$ cat config.mk
export PLATFORM = sky130hd
export DESIGN_NAME = cronometro_regresivo_flat
export DESIGN_NICKNAME = d
export VERILOG_FILES = /design/src/rtl/crono_pkg.sv /design/src/rtl/cronometro_regresivo_if.sv /design/src/rtl/generador_tick.sv /design/src/rtl/cronometro_regresivo.sv /design/src/flat_wrapper.sv
export SDC_FILE = /design/constraint.sdc
export NUM_CORES = 1
export LEC_CHECK = 0
export CAP_MARGIN = 20
export CORE_ASPECT_RATIO = 0.75
export CORE_MARGIN = 3
export CORE_UTILIZATION = 30
export DETAILED_ROUTE_END_ITERATION = 12
export RECOVER_POWER = 50
export SLEW_MARGIN = 20
export SYNTH_ARGS = -nofsm -noshare
export SYNTH_HDL_FRONTEND = slang
export SYNTH_SLANG_ARGS = --single-unit
$ cat constraint.sdc
create_clock -name reloj_nexys -period 2.7 [get_ports reloj_nexys]
set_input_delay 0.54 -clock reloj_nexys [delete_from_list [all_inputs] [get_ports reloj_nexys]]
set_output_delay 0.54 -clock reloj_nexys [all_outputs]
set_load 0.01 [all_outputs]
$ cat src/rtl/crono_pkg.sv
// crono_pkg: shared states, BCD limits and BCD helper functions for the countdown timer
package crono_pkg;
  typedef enum logic [1:0] {ST_IDLE = 2'd0, ST_RUN = 2'd1, ST_PAUSE = 2'd2, ST_DONE = 2'd3} estado_t;
  localparam logic [7:0] BCD_MAX_SEG = 8'h59;
  localparam logic [7:0] BCD_MAX_HORA = 8'h23;
  typedef struct packed {
    logic       borrow;
    logic [7:0] val;
  } dec_t;
  function automatic dec_t bcd_dec2(input logic [7:0] v, input logic [7:0] wrap);
    dec_t r;
    r.borrow = v == 8'h00;
    r.val = r.borrow ? wrap : (v[3:0] != 4'd0) ? v - 8'd1 : {v[7:4] - 4'd1, 4'd9};
    return r;
  endfunction
  function automatic logic [7:0] bcd_sanitize(input logic [7:0] v, input logic es_hora);
    logic [3:0] u, t;
    u = (v[3:0] > 4'd9) ? 4'd9 : v[3:0];
    t = (!es_hora && v[7:4] > 4'd5) ? 4'd5 : v[7:4];
    return (es_hora && (v[7:4] > 4'd2 || (v[7:4] == 4'd2 && v[3:0] > 4'd3))) ? BCD_MAX_HORA : {t, u};
  endfunction
endpackage

$ cat src/rtl/cronometro_regresivo_if.sv
// cronometro_regresivo_if: control pulses, BCD setpoint and BCD count/status of the timer
interface cronometro_regresivo_if;
  logic       inicio, pausa, detener;
  logic [7:0] h_set, m_set, s_set;
  logic [7:0] h_run, m_run, s_run;
  logic       finale, corriendo;
  modport master (output inicio, pausa, detener, h_set, m_set, s_set,
                  input  h_run, m_run, s_run, finale, corriendo);
  modport slave  (input  inicio, pausa, detener, h_set, m_set, s_set,
                  output h_run, m_run, s_run, finale, corriendo);
endinterface

$ cat src/rtl/generador_tick.sv
// generador_tick: one-cycle tick every CLK_HZ enabled cycles; limpia clears the partial count
module generador_tick #(
  parameter int CLK_HZ = 100_000_000
) (
  input  logic reloj_nexys,
  input  logic reset_total,
  input  logic habilita,
  input  logic limpia,
  output logic tick
);
  localparam int W = $clog2(CLK_HZ + 1);
  localparam logic [W-1:0] ULT = W'(CLK_HZ - 1);
  logic [W-1:0] cnt_q, cnt_d;
  assign tick = habilita && cnt_q == ULT;
  assign cnt_d = limpia ? '0 : !habilita ? cnt_q : tick ? '0 : cnt_q + W'(1);
  always_ff @(posedge reloj_nexys) cnt_q <= reset_total ? '0 : cnt_d;
endmodule

$ cat src/rtl/cronometro_regresivo.sv
// cronometro_regresivo: BCD HH:MM:SS countdown with run/pause/done control
module cronometro_regresivo
  import crono_pkg::*;
#(
  parameter int CLK_HZ = 100_000_000
) (
  input  logic reloj_nexys,
  input  logic reset_total,
  cronometro_regresivo_if.slave bus
);
  estado_t     state_q, state_d;
  logic [23:0] cnt_q, cnt_d, sp, cnt_dec;
  logic        tick, is_one, finale_q, corr_q;
  dec_t        ds, dm, dh;
  generador_tick #(.CLK_HZ(CLK_HZ)) u_tick (
    .reloj_nexys(reloj_nexys),
    .reset_total(reset_total),
    .habilita   (state_q == ST_RUN),
    .limpia     (state_q == ST_IDLE),
    .tick       (tick)
  );
  assign sp = {bcd_sanitize(bus.h_set, 1'b1), bcd_sanitize(bus.m_set, 1'b0), bcd_sanitize(bus.s_set, 1'b0)};
  assign ds = bcd_dec2(cnt_q[7:0], BCD_MAX_SEG);
  assign dm = bcd_dec2(cnt_q[15:8], BCD_MAX_SEG);
  assign dh = bcd_dec2(cnt_q[23:16], BCD_MAX_HORA);
  assign cnt_dec = {(ds.borrow && dm.borrow) ? dh.val : cnt_q[23:16], ds.borrow ? dm.val : cnt_q[15:8], ds.val};
  // Last second before reaching zero: hours and minutes both 00, seconds 01
  assign is_one = dh.borrow && dm.borrow && cnt_q[7:0] == 8'h01;
  always_comb begin
    state_d = state_q;
    cnt_d = cnt_q;
    if (bus.detener) begin
      state_d = ST_IDLE;
      cnt_d = sp;
    end else begin
      case (state_q)
        ST_IDLE: begin
          cnt_d = sp;
          state_d = !bus.inicio ? ST_IDLE : (sp == '0) ? ST_DONE : ST_RUN;
        end
        ST_RUN: begin
          cnt_d = tick ? cnt_dec : cnt_q;
          state_d = (tick && is_one) ? ST_DONE : bus.pausa ? ST_PAUSE : ST_RUN;
        end
        ST_PAUSE: state_d = bus.inicio ? ST_RUN : ST_PAUSE;
        default: state_d = ST_DONE;
      endcase
    end
  end
  always_ff @(posedge reloj_nexys) begin
    if (reset_total) begin
      state_q <= ST_IDLE;
      cnt_q <= '0;
      finale_q <= 1'b0;
      corr_q <= 1'b0;
    end else begin
      state_q <= state_d;
      cnt_q <= cnt_d;
      finale_q <= state_d == ST_DONE;
      corr_q <= state_d == ST_RUN;
    end
  end
  assign bus.h_run = cnt_q[23:16];
  assign bus.m_run = cnt_q[15:8];
  assign bus.s_run = cnt_q[7:0];
  assign bus.finale = finale_q;
  assign bus.corriendo = corr_q;
endmodule

$ cat src/flat_wrapper.sv
// flat-port wrapper written by rule: the top's interface ports become plain ports
module cronometro_regresivo_flat import crono_pkg::*;
#(
  parameter int CLK_HZ = 100_000_000
)
  (reloj_nexys, reset_total, bus_inicio, bus_pausa, bus_detener, bus_h_set, bus_m_set, bus_s_set, bus_h_run, bus_m_run, bus_s_run, bus_finale, bus_corriendo);
  cronometro_regresivo_if bus_i ();
  input  logic reloj_nexys;
  input  logic reset_total;
  input wire logic [$bits(bus_i.inicio)-1:0] bus_inicio;
  input wire logic [$bits(bus_i.pausa)-1:0] bus_pausa;
  input wire logic [$bits(bus_i.detener)-1:0] bus_detener;
  input wire logic [$bits(bus_i.h_set)-1:0] bus_h_set;
  input wire logic [$bits(bus_i.m_set)-1:0] bus_m_set;
  input wire logic [$bits(bus_i.s_set)-1:0] bus_s_set;
  output wire logic [$bits(bus_i.h_run)-1:0] bus_h_run;
  output wire logic [$bits(bus_i.m_run)-1:0] bus_m_run;
  output wire logic [$bits(bus_i.s_run)-1:0] bus_s_run;
  output wire logic [$bits(bus_i.finale)-1:0] bus_finale;
  output wire logic [$bits(bus_i.corriendo)-1:0] bus_corriendo;
  assign bus_i.inicio = bus_inicio;
  assign bus_i.pausa = bus_pausa;
  assign bus_i.detener = bus_detener;
  assign bus_i.h_set = bus_h_set;
  assign bus_i.m_set = bus_m_set;
  assign bus_i.s_set = bus_s_set;
  assign bus_h_run = bus_i.h_run;
  assign bus_m_run = bus_i.m_run;
  assign bus_s_run = bus_i.s_run;
  assign bus_finale = bus_i.finale;
  assign bus_corriendo = bus_i.corriendo;
  cronometro_regresivo #(.CLK_HZ(CLK_HZ)) u_core (.reloj_nexys(reloj_nexys), .reset_total(reset_total), .bus(bus_i));
endmodule
======== Word-level counts from Yosys, hierarchy flattened ========
Index checks and enable logic that the tools add are counted.
operators by class
  add/subtract/negate cells ............... 7
  $mul .................................... 0
  div/mod/pow operators ................... 0
  magnitude comparators ................... 7
  equality and inequality tests ........... 10
  shift operators ......................... 0
  multiplexer cells ....................... 25
  bitwise logic cells ..................... 0
  reductions and logical operators ........ 20
operators with widths
  kind                     number
  $mux W8                  9
  $mux W24                 2
  $pmux W24 S2             1
  $add A27 B1 Y27 const B  1
  $eq A27 B27 Y1 const B   1
  $mux W27                 1
  $logic_not A24 Y1        1
  $logic_not A8 Y1         3
  $sub A8 B1 Y8 const B    3
  $mux W4                  5
  $gt A4 B4 Y1 const B     3
  $mux W2                  6
  $reduce_bool A4 Y1       3
  $sub A4 B1 Y4 const B    3
  $ne A3 B2 Y1 const B     3
  $eq A8 B1 Y1 const B     1
  $gt A4 B2 Y1 const B     2
  $gt A4 B3 Y1 const B     2
  $logic_and A1 B1 Y1      6
  $pmux W2 S3              1
  $reduce_and A3 Y1        2
  $eq A2 B1 Y1 const B     2
  $eq A2 B2 Y1 const B     2
  $eq A4 B2 Y1 const B     1
  5 further kinds          5
word-level totals
  bits in registers ....................... 55
  latch bits .............................. 0
  bits in writable memories ............... 0
  memory bits (read-only) ................. 0
  bits of input ports ..................... 29
  output and inout port bits .............. 26
  logic and storage cells ................. 76
  memories kept ........................... 0

======== Logic depth before layout (Yosys ltp) ========
Gate-level depths: netlist of the first run.
  depth in word-level cells ............... 10
  mapped depth ............................ 9
  mapped depth without buffers ............ 7

======== Cells and area by module ========
A second synthesis of the first run with hierarchy kept.
second synthesis, totals
  cell total of the unflattened synthesis .. 440
  area total of the unflattened synthesis .. 3,582.2 µm²
modules (own cells, without submodules)
  module                instances  cells each  area each (µm²)  seq. area each (µm²)
  cronometro_regresivo  1          265         2,015.7          560.5
  generador_tick        1          175         1,566.5          540.5

======== Least setup slack after synthesis of the first run ========
No wires, ideal clock.
  kind .................................... reg-to-reg
  from .................................... reg u_core.cnt_q[12]
  to ...................................... reg u_core.cnt_q[23]
  library setup time ...................... 0.073 ns
  arrival time ............................ 2.217 ns
  required time ........................... 2.627 ns
  setup slack ............................. 0.410 ns
  cell stages (with the launch flop) ...... 8
  path buffers ............................ 0
  period minus slack after synthesis ...... 2.290 ns
  path through ............................ dfxtp_1 inv_1 ha_1 or3b_2 nor4_4 nand4_4 or4_1 o211ai_2
between the ends
  word-level cells in the longest chain between the ends .. 4
RTL lines
  what                                line                        RTL
  from (decl)                         cronometro_regresivo.sv:12  logic [23:0] cnt_q, cnt_d, sp, cnt_dec;
  from (signal assigned)              cronometro_regresivo.sv:58  cnt_q <= cnt_d;
  $logic_not A8 Y1                    crono_pkg.sv:12             r.borrow = v == 8'h00;
  $logic_and A1 B1 Y1                 cronometro_regresivo.sv:26  assign cnt_dec = {(ds.borrow && dm.borrow) ? dh.val : cnt_q[23:16], ds.borrow ? dm.val : cnt_q[15:8], ds.val};
  $ne A3 B2 Y1 (no source line)       --
  $reduce_and A3 Y1 (no source line)  --
Every way passes these cells.
A chain may end at the register's enable or synchronous reset.

======== Worst setup path in the final report of the first run ========
  from .................................... reg u_core.cnt_q[4]
  to ...................................... reg u_core.cnt_q[14]
between the ends
  word-level cells in the longest chain between the ends .. 3
RTL lines
  what                                line
  $logic_not A8 Y1                    crono_pkg.sv:12
  $ne A3 B2 Y1 (no source line)       --
  $reduce_and A3 Y1 (no source line)  --
Every way passes these cells.

==> run summary, run 1 <==
The total length of routed wires was 10.2 mm. At the worst endpoint, the arrival time is 2.59 ns. The die is 129 µm wide.

At the pin with the least slew margin, the transition time is 0.876 ns. The worst register-to-register path has a setup slack of 0.29 ns. The tools report the via count of the first global-routing pass as 3088.

The run gives 0 as the max-slew violation count. Counting I/O delays and the setup requirement, the final critical path takes 2.41 ns. Measured along the y axis, the die boundary spans 98.2 µm. Dividing the detail-routed via count by the number of cells gives 5.65.

The run gives 0.880 as the routability congestion estimate from global placement. Along the worst hold path, the cell count comes to 2. Summing internal, switching and leakage power gives 1.96 mW. The number of gates resized after CTS was 0.

The initial utilization of the core area, before any placement, comes to 31.9%. The first global-routing pass estimated 16.5 mm of wire. Of the available clock period, the critical path in the final layout requires 89.4%. The area share of the leading cell type in the synthesized netlist is 32.4%. Ranked by total cell area, the synthesized netlist is headed by sky130_fd_sc_hd__dfxtp_1 32%, sky130_fd_sc_hd__nor2_1 5.3%, sky130_fd_sc_hd__nand4_1 4.4%, sky130_fd_sc_hd__xor2_1 4.1%, sky130_fd_sc_hd__ha_1 2.9%.

From synthesis to final layout, the design area changed by 27.3%. For the count of yosys warnings during synthesis, the log shows 0. The floorplan step defined a die boundary enclosing 12600 µm². The clock tree root buffer cell is sky130_fd_sc_hd__clkbuf_16.

The tree built by TritonCTS fans out to 55 sinks. Setup violations remaining at the end of the flow were counted as 0. The flow ran to the end, and the final reports show no timing, DRC or antenna violations.

For the worst flop-to-flop path, the logic depth is 7. Buffers inserted during clock tree synthesis total 5. The later pin in the worst-skew pair is clocked with a latency of 0.29 ns. For the maximum clock rate, the log shows 414 MHz.

A synthesized cell averages 8.17 µm². The final-stage net count was 511. Between clock sinks in the finished design, the worst skew comes to 0.00404 ns.

The analysis attributes to cell leakage a power of 1.52 nW. The logs give 0 for the total inserted antenna cells and 0 for the count of maximum capacitance violations. Post-CTS setup repair buffer count: 0.

After clock tree synthesis, the clock-pin slew on the worst setup and hold paths is 0.07 ns. The hold violation count in the final report is 0, and the area of the core is 10700 µm². The startpoint identified for the worst hold timing path is u_core.u_tick.cnt_q[1]. The worst setup path is captured at a flop.

TritonCTS built the clock tree. The tools report the data required time of the critical path as 2.88 ns. The H-tree generated during clock tree synthesis spans 2 levels. The worst-case IR drop observed on VDD is 291 µV. The run gives 0 as the total global routing overflow.

The setup TNS after final layout was 0 ns. In this run the critical register-to-register path is captured at u_core.cnt_q[14]. The launch instance of the worst register-to-register path is u_core.cnt_q[4]. In the final routed layout, each cell accounts on average for 16.7 µm. The clock passes through at most 2 buffers.

The area of the mapped netlist is 3400 µm². Number of enable flip-flop cells after synthesis: 0. The proportion of synthesized flip-flops having asynchronous set or reset is 0%. During I/O placement, the number of pins put on the boundary was 55. Input and output buffers added on the ports amount to 54. Final routed DRC violation total: 0. The floorplan has 32 rows.

Buffers inserted to repair hold after CTS numbered 0. The fraction of final layout cells sized beyond drive strength 1 was 8.23%; the number of detailed-routing iterations run before antenna repair was 5. The DRC marker count from the first detailed-route iteration was 348; the number of distinct standard cells referenced by the synthesized netlist was 70. The tools report the net count of the mapped netlist as 453. The tools report the headroom to the max-slew limit as 41.0%. Counting every instance in the synthesized netlist gives 416. The tools report the initial antenna violation count as 0. Setup repair after global routing left no endpoint under its margin. In the global route stage, overall resource usage came out at 16.1%. Along the worst path, the maximum fanout reaches 6. The synthesized design contains 55 register bits.

The detail route stage leaves a number of antenna-violating nets equal to 0. For the via count, the log shows 3444. The worst hold path terminates at u_core.u_tick.cnt_q[1]. In this run the power density over the cells is 453 nW/µm².

The tools report the nature of the critical path startpoint as a flop. The path type of the worst min-delay path was reg -> reg. The most used flip-flop cell after synthesis is sky130_fd_sc_hd__dfxtp_1. After synthesis, flip-flops and latches occupy 32.4% of the total area. The filler cell count in the final layout is 1049. The largest total area in the synthesized netlist belongs to sky130_fd_sc_hd__dfxtp_1. The run gives 7.89 mm as the sum of net half-perimeters after detailed placement.

The worst setup path is of the reg -> reg kind. Entering global routing, the biggest net connects 23 pins.
==> worst max-delay path: stages (launching register included) <==
cell                      delay (ns)
sky130_fd_sc_hd__dfxtp_1        0.36
sky130_fd_sc_hd__inv_1          0.13
sky130_fd_sc_hd__ha_1           0.20
sky130_fd_sc_hd__or3b_2         0.48
sky130_fd_sc_hd__nor3_1         0.24
sky130_fd_sc_hd__nand3_1        0.31
sky130_fd_sc_hd__and4_1         0.32
sky130_fd_sc_hd__a221o_1        0.26
==> cell families after synthesis <==
family          count (synthesis)  synth area share (%)
simple gates                  192                  32.7
compound gates                 93                  19.8
flops                          55                  32.4
buf+inv                        39                  4.64
xor+xnor                       27                  6.96
fa+ha+maj                       8                  2.95
mux                             2                 0.589
==> metrics by stage <==
| stage | instance area (µm²) | setup WS [ns] | hold slack, ns | cells | util [%] |
|---|---|---|---|---|---|
| after global routing | 4330 | 0.142 | 0.496 | 610 | 40.6 |
| after detailed placement | 4170 | 0.112 | 0.466 | 603 | 39.2 |
| final | 4330 | 0.286 | 0.480 | 610 | 40.6 |
| after global placement | 4170 | 0.137 | 0.454 | 603 | 39.2 |
| after CTS | 4330 | 0.312 | 0.477 | 610 | 40.7 |
| after floorplan | 3400 | 0.410 | 0.445 | 416 | - |
==> metal layers <==
metal	vias to the layer above	wire (µm)	track usage (%)
met5	-	0	0
met4	0	75	2.66
met3	8	738	3.34
li1	1706	-	-
met2	115	4220	21.9
met1	1615	5170	25.8
==> synth_stat cells (all sizes together), types with 3 or more instances <==
| cell | number |
|---|---|
| a211oi | 3 |
| a21oi | 17 |
| a221oi | 3 |
| a31oi | 7 |
| a32o | 3 |
| and2 | 3 |
| and3 | 5 |
| and4 | 10 |
| buf | 5 |
| clkbuf | 17 |
| dfxtp | 55 |
| ha | 8 |
| inv | 17 |
| nand2 | 25 |
| nand3 | 13 |
| nand3b | 3 |
| nand4 | 25 |
| nand4b | 3 |
| nor2 | 48 |
| nor2b | 3 |
| nor3 | 11 |
| nor3b | 7 |
| nor4 | 14 |
| nor4b | 3 |
| o211ai | 4 |
| o21ai | 16 |
| o31ai | 7 |
| or3 | 3 |
| or3b | 4 |
| or4 | 4 |
| xnor2 | 11 |
| xor2 | 16 |
==> placed cells by master (no fill, tap or decap), drive strengths merged, types with 3 or more instances in the layout <==
cell	n
and2	3
xor2	16
dfxtp	55
nor2	48
a32o	3
and3	5
clkbuf	8
or3b	4
xnor2	11
dlygate4sd3	26
a21oi	17
nor4b	3
a211oi	3
o31ai	7
buf	17
or3	3
inv	17
nor3b	7
ha	8
o211ai	4
a31oi	7
nand3	13
nand2	25
nand3b	3
nor4	14
or4	4
and4	10
nor3	11
nand4b	3
clkdlybuf4s50	28
nor2b	3
nand4	25
o21ai	16
a221oi	3
==> how the worst max path moves through the flow <==
stage | start | end | slack [ns] | cells after the start
3_5_place_dp | bus_detener | u_core.cnt_q[15] | 0.11 | 5
2_1_floorplan | u_core.cnt_q[12] | u_core.cnt_q[23] | 0.41 | 7
4_1_cts | u_core.cnt_q[13] | u_core.cnt_q[23] | 0.31 | 7
6_report | u_core.cnt_q[4] | u_core.cnt_q[14] | 0.29 | 7
5_1_grt | u_core.cnt_q[13] | u_core.cnt_q[22] | 0.14 | 7
3_3_place_gp | bus_detener | u_core.cnt_q[15] | 0.14 | 5
==> report_power, final <==
part | internal (mW) | leakage (nW) | switching, mW | total, mW
sequential | 0.837 | 0.448 | 0.0355 | 0.872
clock | 0.434 | 0.0769 | 0.289 | 0.723
combinational | 0.173 | 0.992 | 0.190 | 0.363
total | 1.44 | 1.52 | 0.515 | 1.96
==> cell type report <==
| type | instances | area, µm² | area share, % |
|---|---|---|---|
| Timing Repair Buffer | 73 | 688 | 15.9 |
| Sequential cell | 55 | 1100 | 25.5 |
| Clock buffer | 6 | 129 | 2.98 |
| Clock inverter | 1 | 30.0 | 0.694 |
| Multi-Input combinational cell | 322 | 2140 | 49.6 |
| Tap cell | 136 | 170 | 3.93 |
| Inverter | 17 | 63.8 | 1.48 |
==> state kept, by name, summed over array words and instances (netlist names) <==
register,count
u_core.u_tick.cnt_q,27
u_core.cnt_q,24
u_core.state_q,2
u_core.bus.corriendo,1
u_core.bus.finale,1
Note: power is estimated with default switching activity, not from simulation.
==> run 2: changes to the inputs <==
--- a/config.mk
+++ b/config.mk
@@ -10,6 +10,7 @@
 export CORE_MARGIN = 3
 export CORE_UTILIZATION = 30
 export DETAILED_ROUTE_END_ITERATION = 12
+export PLACE_DENSITY = 0.48
 export RECOVER_POWER = 50
 export SLEW_MARGIN = 20
 export SYNTH_ARGS = -nofsm -noshare
==> run 2 against run 1 <==
Worst hold slack worse by 0.0022 ns; non-clock buffer count unchanged; design area about the same; critical endpoint is now u_core.cnt_q[22]; largest power group unchanged; wire length up 5.5%; sequential power about the same.
==> run summary, run 2 (same netlist as run 1, synthesis figures left out) <==
The flow ran to the end, and the final reports show no timing, DRC or antenna violations. The tools report the routability congestion estimate from global placement as 0.848. For this design the ratio of total power to cell area is 463 nW/µm². Counting along the longest clock path gives a buffer depth of 2. Total length of routed wires: 10.8 mm. In this run the core area contains 32 standard-cell rows. From synthesis to final layout, the design area changed by 27.4%. For this run, the slowest stage of the critical path takes 0.56 ns.

The arrival time reported for the critical path endpoint is 2.68 ns, and the final routed DRC violation total is 0. The logs give 260 µV for the maximum vdd ir drop and 2 for the H-tree level count. At the end of the flow, the number of nets in the layout was 511.

The largest fanout of any net on the critical path came out at 8. The routed design could run at a clock period as short as 2.45 ns. The tools report the number of buffers added to fix hold violations after cts as 0. The worst hold path terminates at u_core.u_tick.cnt_q[1]. For the full die area, the log shows 12600 µm².

For this run, the top clock speed supported by timing is 408 MHz. The number of buffers added on ports works out to 54. The run gives 0.25 ns as the setup slack of the worst register-to-register path.

The worst-case reg-to-reg path depth was 7. The via count of the first global-routing pass came out at 3143. The slowest stage of the critical path is the sky130_fd_sc_hd__or4_1 cell. The tools report the startpoint of the worst hold path as u_core.u_tick.cnt_q[1]. The die is 98.2 µm tall.

Clock-pin slew was measured on the worst setup and hold paths at 0.08 ns. The library cells used most frequently in the layout, excluding fill and tap cells, are 55 x sky130_fd_sc_hd__dfxtp_1, 48 x sky130_fd_sc_hd__nor2_1, 27 x sky130_fd_sc_hd__dlygate4sd3_1, 27 x sky130_fd_sc_hd__clkdlybuf4s50_1, 25 x sky130_fd_sc_hd__nand2_1. The worst register-to-register path begins at u_core.cnt_q[12]. Cell internal power was estimated by the tool at 1.45 mW.

The core region is 10700 µm². Walking the worst path, the cells encountered are inv_1, ha_1, or3b_2, nor4_4, nand4_4, or4_1, o211ai_2. Fill cells in the final layout number 1102. Largest register by flop count: u_core.u_tick.cnt_q. Global routing finished with a remaining overflow of 0.

The tools report the initial core utilization as 31.9%. The switching power of the nets was 0.552 mW; the post-CTS setup repair buffer count was 0. The register with the most flip-flops in the layout has 27 of them.

The clock drives 55 sinks. The floorplan step set the die width to 129 µm. The run gives 0 as the max-slew violation count. The initial antenna violation count was 0; the data required time of the critical path was 2.92 ns. After the first detailed-routing iteration, the DRC count stood at 311. After detailed routing, the average wire length per cell comes to 17.6 µm. The total routing usage reported by global routing is 16.8%, and the fraction of final layout cells sized beyond drive strength 1 is 8.21%. Max-cap violations in this run came to 0.

The final clock period utilization by the worst path was 90.8%. By startpoint and endpoint, the worst setup path is classified as reg -> reg. The first global-routing pass estimated 17.3 mm of wire.

Gates resized during post-CTS repair numbered 0. The hold violation count in the final report was 0. The tools report the endpoint kind of the worst setup timing path as a flop.

The slew at the pin closest to its max-slew limit came out at 1.25 ns. The analysis attributes to cell leakage a power of 1.52 nW. Of the total power, registers draw 43.5%. The via count came out at 3413. The repair_antennas step left the layout with diodes totalling 0.

In this run the tightest slew margin relative to its limit is 15.8%. Clock skew on the completed layout was measured at 0.00875 ns. Once detail routing completed, the nets flagged for antenna violations numbered 0.

In this run, the combinational gates consume 18.2% of the power. Detailed placement ended at an HPWL of 8.03 mm. The reg-to-reg critical path endpoint was u_core.cnt_q[22]. The first TritonRoute pass finished after 5 iterations. The maximum number of pins on one net before global-route repair is 26. Number of I/O pins: 55. The worst hold path was traced through 2 stages. The detailed-route vias per instance is 5.59.

Counting the buffers created by CTS gives 5. The tools report the worst-skew pair later-pin latency as 0.30 ns. Setup total negative slack on the finished layout was measured at 0 ns. STA classifies the critical path startpoint as a flop. Setup repair after global routing left no endpoint under its margin. Commonest non-fill, non-tap cell in the layout: sky130_fd_sc_hd__dfxtp_1. The run gives 2.00 mW as the total power draw. In this run the clock root is driven by a sky130_fd_sc_hd__clkbuf_16. In this run the worst hold path is classified as reg -> reg. Setup violations remaining at the end of the flow were counted as 0. In this run switching power makes up 27.5% of total power. The clock network accounts for 38.3% of the total power. In the final layout, the registers with the most flip-flops are u_core.u_tick.cnt_q (27), u_core.cnt_q (24), u_core.state_q (2). TritonCTS built the clock tree.
[run 2: cell count changes in the layout (fill, tap and decap cells not counted)]
cell                              change
sky130_fd_sc_hd__buf_4                -2
sky130_fd_sc_hd__clkbuf_2             +1
sky130_fd_sc_hd__clkdlybuf4s50_1      -1
sky130_fd_sc_hd__clkinv_4             +1
sky130_fd_sc_hd__dlygate4sd3_1        +1
sky130_fd_sc_hd__inv_6                +1
sky130_fd_sc_hd__o21ai_0              +1
sky130_fd_sc_hd__o21ai_1              -1
sky130_fd_sc_hd__o31ai_1              +1
sky130_fd_sc_hd__o31ai_2              -1
[run 2: routing by layer]
layer / track usage (%) / vias up / wire length, µm
li1: - / 1702 / -
met5: 0 / - / 0
met2: 22.5 / 92 / 4200
met3: 3.06 / 4 / 564
met1: 27.8 / 1615 / 5920
met4: 2.42 / 0 / 78
[run 2: through the flow]
| stage | hold slack, ns | instances | setup slack (ns) | utilization (%) | cell area [µm²] |
|---|---|---|---|---|---|
| 2_1_floorplan | 0.445 | 416 | 0.410 | - | 3400 |
| 3_3_place_gp | 0.458 | 603 | 0.169 | 39.3 | 4190 |
| 3_5_place_dp | 0.469 | 603 | 0.155 | 39.3 | 4190 |
| 4_1_cts | 0.481 | 611 | 0.228 | 40.9 | 4360 |
| 5_1_grt | 0.508 | 611 | 0.0636 | 40.6 | 4330 |
| 6_report | 0.478 | 611 | 0.250 | 40.6 | 4330 |
[run 2: worst max-delay path: cells and delay by family (launching register included)]
| kind | cells | cell delay, ns |
|---|---|---|
| AO/OA/AOI/OAI | 1 | 0.14 |
| flip-flops | 1 | 0.36 |
| buffers and inverters | 1 | 0.11 |
| AND/OR/NAND/NOR | 4 | 1.60 |
| adder cells (fa/ha/maj) | 1 | 0.18 |
[run 2: how the worst max path moves through the flow]
stage	start	to	slack, ns	cells after the start
finish	u_core.cnt_q[12]	u_core.cnt_q[22]	0.25	7
global route	u_core.cnt_q[12]	u_core.cnt_q[23]	0.06	7
CTS	u_core.cnt_q[12]	u_core.cnt_q[22]	0.23	7
detailed placement	bus_h_set[3]	u_core.state_q[1]	0.16	7
global placement	bus_h_set[3]	u_core.state_q[1]	0.17	7
floorplan	u_core.cnt_q[12]	u_core.cnt_q[23]	0.41	7
[run 2: power by group through the flow]
stage               Sequential, mW  Combinational, mW  Clock, mW
finish                       0.871              0.364      0.768
global route                 0.877              0.399      0.820
CTS                          0.872              0.375      0.791
detailed placement           0.891              0.373          0
global placement             0.891              0.374          0
floorplan                    0.893              0.192          0
[run 2: layout make-up]
| cell class | instances | area (µm²) | area share [%] |
|---|---|---|---|
| multi-input cells | 322 | 2140 | 49.4 |
| repair buffers | 73 | 682 | 15.8 |
| clock inverters | 3 | 47.5 | 1.10 |
| inverters | 17 | 63.8 | 1.47 |
| clock buffers | 5 | 125 | 2.89 |
| well taps | 136 | 170 | 3.93 |
| flip-flops and latches | 55 | 1100 | 25.4 |
